[config.mk]
export PLATFORM = sky130hd
export DESIGN_NAME = pipe_ctrl
export DESIGN_NICKNAME = d
export VERILOG_FILES = /design/src/rtl/pipe_ctrl.sv
export SDC_FILE = /design/constraint.sdc
export NUM_CORES = 1
export LEC_CHECK = 0
export CORE_MARGIN = 1
export CORE_UTILIZATION = 34
export CTS_CLUSTER_DIAMETER = 30
export DETAILED_ROUTE_END_ITERATION = 10
export PLACE_DENSITY = 0.68
export SYNTH_ARGS = -nofsm -noshare
export SYNTH_HDL_FRONTEND = slang
export SYNTH_SLANG_ARGS = --single-unit
[constraint.sdc]
create_clock -name clk -period 2.8 [get_ports clk]
set_clock_uncertainty 0.15 [all_clocks]
set_input_delay 0.56 -clock clk [delete_from_list [all_inputs] [get_ports clk]]
set_output_delay 0.56 -clock clk [all_outputs]
set_load 0.02 [all_outputs]
[src/rtl/pipe_ctrl.sv]
// Pipeline hazard/stall controller: load-use, branch redirect, memory stall, MDU busy.
// Optional MDU busy tracking and HI/LO interlock enabled by PIPE_CTRL_MDU_STALL_EN.
module pipe_ctrl #(
    parameter int MULT_CYCLES = 4,
    parameter int DIV_CYCLES  = 32,
    parameter int CNT_W       = 16
) (
    input  logic             clk,
    input  logic             rst_n,
    input  logic [4:0]       id_rs,
    input  logic [4:0]       id_rt,
    input  logic             id_uses_rt,
    input  logic             id_hilo_use,
    input  logic             ex_memread,
    input  logic [4:0]       ex_rt,
    input  logic             ex_branch_taken,
    input  logic             ex_mdu_start,
    input  logic             ex_mdu_div,
    input  logic             mem_ready,
    output logic             pc_en,
    output logic             pc_sel,
    output logic [1:0]       ifid_sig,
    output logic [1:0]       idex_sig,
    output logic [1:0]       exmem_sig,
    output logic [1:0]       memwb_sig,
    output logic             mdu_busy,
    output logic [CNT_W-1:0] stall_cnt
);

    localparam int BUSY_W = 16;
    localparam logic [BUSY_W-1:0] MULT_LD = BUSY_W'(MULT_CYCLES);
    localparam logic [BUSY_W-1:0] DIV_LD  = BUSY_W'(DIV_CYCLES);

    localparam logic [1:0] SIG_FLUSH = 2'b00;
    localparam logic [1:0] SIG_LOAD  = 2'b01;
    localparam logic [1:0] SIG_HOLD  = 2'b10;

    logic             load_use;
    logic             hilo_stall;
    logic             sel_rst;
    logic             sel_mem;
    logic             sel_redir;
    logic             sel_haz;
    logic             sel_run;
    logic [CNT_W-1:0] stall_cnt_d;
    logic [CNT_W-1:0] stall_cnt_q;

    assign load_use = ex_memread & (ex_rt != 5'd0) &
                      ((ex_rt == id_rs) | (id_uses_rt & (ex_rt == id_rt)));

`ifdef PIPE_CTRL_MDU_STALL_EN
    logic [BUSY_W-1:0] busy_d;
    logic [BUSY_W-1:0] busy_q;

    // A new start reloads even if the unit is still busy.
    always_comb begin
        busy_d = busy_q;
        if (ex_mdu_start && mem_ready) begin
            busy_d = ex_mdu_div ? DIV_LD : MULT_LD;
        end else if (busy_q != '0) begin
            busy_d = busy_q - BUSY_W'(1);
        end
    end

    always_ff @(posedge clk or negedge rst_n) begin
        if (!rst_n) begin
            busy_q <= '0;
        end else begin
            busy_q <= busy_d;
        end
    end

    assign mdu_busy   = (busy_q != '0);
    assign hilo_stall = id_hilo_use & mdu_busy;
`else
    logic unused_mdu;

    assign unused_mdu = ^{ex_mdu_start, ex_mdu_div, id_hilo_use,
                          MULT_LD, DIV_LD};
    assign mdu_busy   = 1'b0;
    assign hilo_stall = 1'b0;
`endif

    // Mutually exclusive selects so the decoder below is truly one-hot.
    assign sel_rst   = ~rst_n;
    assign sel_mem   = rst_n & ~mem_ready;
    assign sel_redir = rst_n & mem_ready & ex_branch_taken;
    assign sel_haz   = rst_n & mem_ready & ~ex_branch_taken &
                       (load_use | hilo_stall);
    assign sel_run   = rst_n & mem_ready & ~ex_branch_taken &
                       ~(load_use | hilo_stall);

    always_comb begin
        pc_en     = 1'b0;
        pc_sel    = 1'b0;
        ifid_sig  = SIG_FLUSH;
        idex_sig  = SIG_FLUSH;
        exmem_sig = SIG_FLUSH;
        memwb_sig = SIG_FLUSH;
        unique case (1'b1)
            sel_rst: begin
                pc_en = 1'b0;
            end
            sel_mem: begin
                ifid_sig  = SIG_HOLD;
                idex_sig  = SIG_HOLD;
                exmem_sig = SIG_HOLD;
                memwb_sig = SIG_HOLD;
            end
            sel_redir: begin
                pc_en     = 1'b1;
                pc_sel    = 1'b1;
                exmem_sig = SIG_LOAD;
                memwb_sig = SIG_LOAD;
            end
            sel_haz: begin
                ifid_sig  = SIG_HOLD;
                exmem_sig = SIG_LOAD;
                memwb_sig = SIG_LOAD;
            end
            sel_run: begin
                pc_en     = 1'b1;
                ifid_sig  = SIG_LOAD;
                idex_sig  = SIG_LOAD;
                exmem_sig = SIG_LOAD;
                memwb_sig = SIG_LOAD;
            end
            default: begin
                pc_en = 1'b0;
            end
        endcase
    end

    always_comb begin
        stall_cnt_d = stall_cnt_q;
        if (!pc_en && (stall_cnt_q != '1)) begin
            stall_cnt_d = stall_cnt_q + CNT_W'(1);
        end
    end

    always_ff @(posedge clk or negedge rst_n) begin
        if (!rst_n) begin
            stall_cnt_q <= '0;
        end else begin
            stall_cnt_q <= stall_cnt_d;
        end
    end

    assign stall_cnt = stall_cnt_q;

endmodule

==> results.toml <==
[logic_synthesis]
ys_ff_latch = 16
synthCells = 95
syn_area_mm2 = 0.001038
syn_area_per_cell_um2 = 10.93
synthArstFlopShare_pct = 100.0
synth.yosys.seq_area_share_pct = 38.55
ys_types = 31
yosys.area.top_type = "dfrtp_1"
synth-edff-count = 0
yosysTopAreaCellShare_pct = 38.55
synth_flop_cell = "dfrtp_1"
synth_nets = 120
synthTopCellsByArea = "dfrtp_1 (39%), xor2_1 (19%), nor4_4 (4.1%)"
ys_warn_count = 0

[route]
vias = 923
wl_per_cell_um = 14.18
drt-pass1-iter-count = 7
wl_um = 2595
antenna_left = 0
viasPerCell = 5.044
drc = 5
drt_iter0_drc = 28

[placed_design]
gp_congestion = 0.7064
post-place-ws_ns = -0.6153
port_buffers = 46
placed_area_mm2 = 0.001587
hpwl_um = 1975

[floorplan]
dieWidth_um = 57.27
design.core.area_mm2 = 0.002829
die_h_um = 57.27
die_area_mm2 = 0.003279
ios = 51
std_cell_rows = 19
initial_utilization_pct = 36.71

[sta]
fmax_ghz = 0.3655
fin_crit_ns = 2.736
timing.final.ws_setup_ns = 0.06367
rsz0062_at_grt = "false"
min_period_over_period_pct = 97.73
final_max_slew_viol_count = 0
final-hold-violation-count = 0
setup_viol = 0

[global_routing]
grt_pass1_vias = 938
grt_max_degree = 16
grt_use_total_pct = 16.91
antenna_found_initial = 0
grt.overflow.total = 0
grt_pass1_wl_um = 4271

[power]
pwr_density_cell_mw_per_mm2 = 635.6
power_mw = 1.060
switching_share_pct = 39.23
seq_power_share_pct = 39.0
switchingPower_mw = 0.4159
p_int_mw = 0.6442
pwr-share-comb_pct = 46.6
ir_drop_mv = 0.4915
p_clk_share_pct = 14.4
p_leak_nw = 0.7606

[worst_setup_path]
cp.required_ns = 2.09
r2r-start = "stall_cnt[0]"
regToRegSetupSlack_ns = 0.43
path_cells = "dlygate4sd2_1, or4_4, o21ai_4, buf_4, o31ai_1, and2_1, buf_6"
r2r-end = "stall_cnt[15]"
startpoint_type = "input port"
critPathBufInv = 3
slowest_stage = "or4_4"
endpoint_kind = "primary output"
path_max_fanout = 3
crit_type = "input port to primary output"
r2r_cells = 7
critPathTopFamily = "simple AND/OR/NAND/NOR gates"
worstPathArrival_ns = 2.03
cp_slowest_stage_delay_ns = 0.56

[clock_tree]
post-cts-setup-buffers = 0
cts.sinks = 16
cts_tree = "yes"
numCtsBuffers = 3
ctsHoldBuffers = 0
clkTransAtPathRegs_ns = 0.09
clockRootBuffer = "clkbuf_4"
htree_levels = 1
cts_buffer_depth = 2
clock_latency_ns = 0.28

[final_layout]
fin_area_mm2 = 0.001668
nets = 178
layout-drive-gt1-share_pct = 26.32
largest_reg_flops = 16
area_delta_synth_final_pct = 60.60
n_antenna_cell = 0

[min_path]
hold_path_depth = 1
min-delay-start = "stall_cnt[8]"
hold_path_class = "flop to flop"
hold_end = "stall_cnt[8]"

[status]
status = "finished, violations left"
violations = "design-rule violations"

[flow_run]
cap_violations = 0
-- power by group through the flow --
stage / Clock [mW] / Sequential [mW] / Combinational, mW
4_1_cts: 0.160 / 0.412 / 0.498
3_3_place_gp: 0 / 0.407 / 0.487
6_report: 0.153 / 0.413 / 0.494
5_1_grt: 0.172 / 0.423 / 0.534
2_1_floorplan: 0 / 0.487 / 0.165
3_5_place_dp: 0 / 0.413 / 0.496
-- synth_stat cells, types with 2 or more instances --
cell type	n
dfrtp_1	16
nor4b_2	2
nand2_1	4
buf_4	4
and2_1	2
xor2_1	22
nor2_1	4
nor4_4	2
and3_1	2
nor4b_1	2
nand4_1	3
nand3_1	4
nor3b_1	4
nor3_1	5
mux2_2	3
-- worst register-to-register path, delay by kind of cell, from the launching register on --
kind / cells / cell delay, ns
XOR/XNOR: 1 / 0.15
adder cells (fa/ha/maj): 1 / 0.22
flip-flops: 1 / 0.42
AND/OR/NAND/NOR: 5 / 1.32
-- per-stage QoR --
stage | hold WS (ns) | std cells | TNS, ns | utilization (%)
2_1_floorplan | 0.1144 | 95 | 0 | -
3_3_place_gp | 0.3456 | 179 | -4.331 | 56.08
3_5_place_dp | 0.3497 | 179 | -5.089 | 56.08
4_1_cts | 0.3719 | 183 | 0 | 57.28
5_1_grt | 0.3776 | 183 | 0 | 58.96
6_report | 0.3653 | 183 | 0 | 58.96
-- timing repair --
item,4_1_cts,5_1_grt
pin swaps,7,6
gates resized for setup,29,16
setup endpoints to repair,6,8
-- logic make-up after synthesis --
| group | count (synthesis) | synth area share, % |
|---|---|---|
| buffers and inverters | 5 | 3.976 |
| AO/OA/AOI/OAI | 4 | 3.735 |
| AND/OR/NAND/NOR | 42 | 29.52 |
| multiplexers | 3 | 3.253 |
| flip-flops | 16 | 38.55 |
| XOR/XNOR | 23 | 19.40 |
| other | 1 | 0.3611 |
| adder cells (fa/ha/maj) | 1 | 1.205 |
-- cell type report --
cell class	count	area [um2]
Sequential cell	16	400.4
Multi-Input combinational cell	74	644.4
Timing Repair Buffer	58	548.0
Tap cell	31	38.79
Fill cell	263	1161
Clock buffer	4	36.28
-- metal layers --
| metal | part of all wire, % | global-route usage (%) |
|---|---|---|
| met2 | 51 | 30.25 |
| met3 | 6.6 | 2.268 |
| met5 | 0 | 0 |
| met4 | 0.50 | 6.272 |
| met1 | 42 | 20.69 |
-- placed cells by master, fill, tap and decap left out, drive strengths merged, types with 2 or more instances in the layout --
cell           netlist  final
nand3                4      4
dlymetal6s2s         0      7
nor3b                4      4
nor3                 6      6
clkdlybuf4s50        0     30
nor4b                4      4
buf                  5     16
dfrtp               16     16
nand2                4      4
and3                 2      2
nor4                 4      4
nand4                3      3
dlygate4sd2          0      3
clkbuf               0      5
mux2                 3      3
and2                 2      2
xor2                22     22
nor2                 4      4
-- how the worst max path moves through the flow --
stage / slack [ns] / endpoint / startpoint / cells after the start
floorplan: 0.19 / idex_sig[0] / ex_rt[1] / 4
finish: 0.06 / ifid_sig[1] / ex_rt[1] / 7
global placement: -0.57 / idex_sig[0] / ex_rt[2] / 6
CTS: 0.01 / idex_sig[0] / ex_rt[0] / 7
global route: 0.01 / idex_sig[0] / id_rs[4] / 7
detailed placement: -0.62 / idex_sig[0] / ex_rt[2] / 6
(Power assumes the default switching activity.)
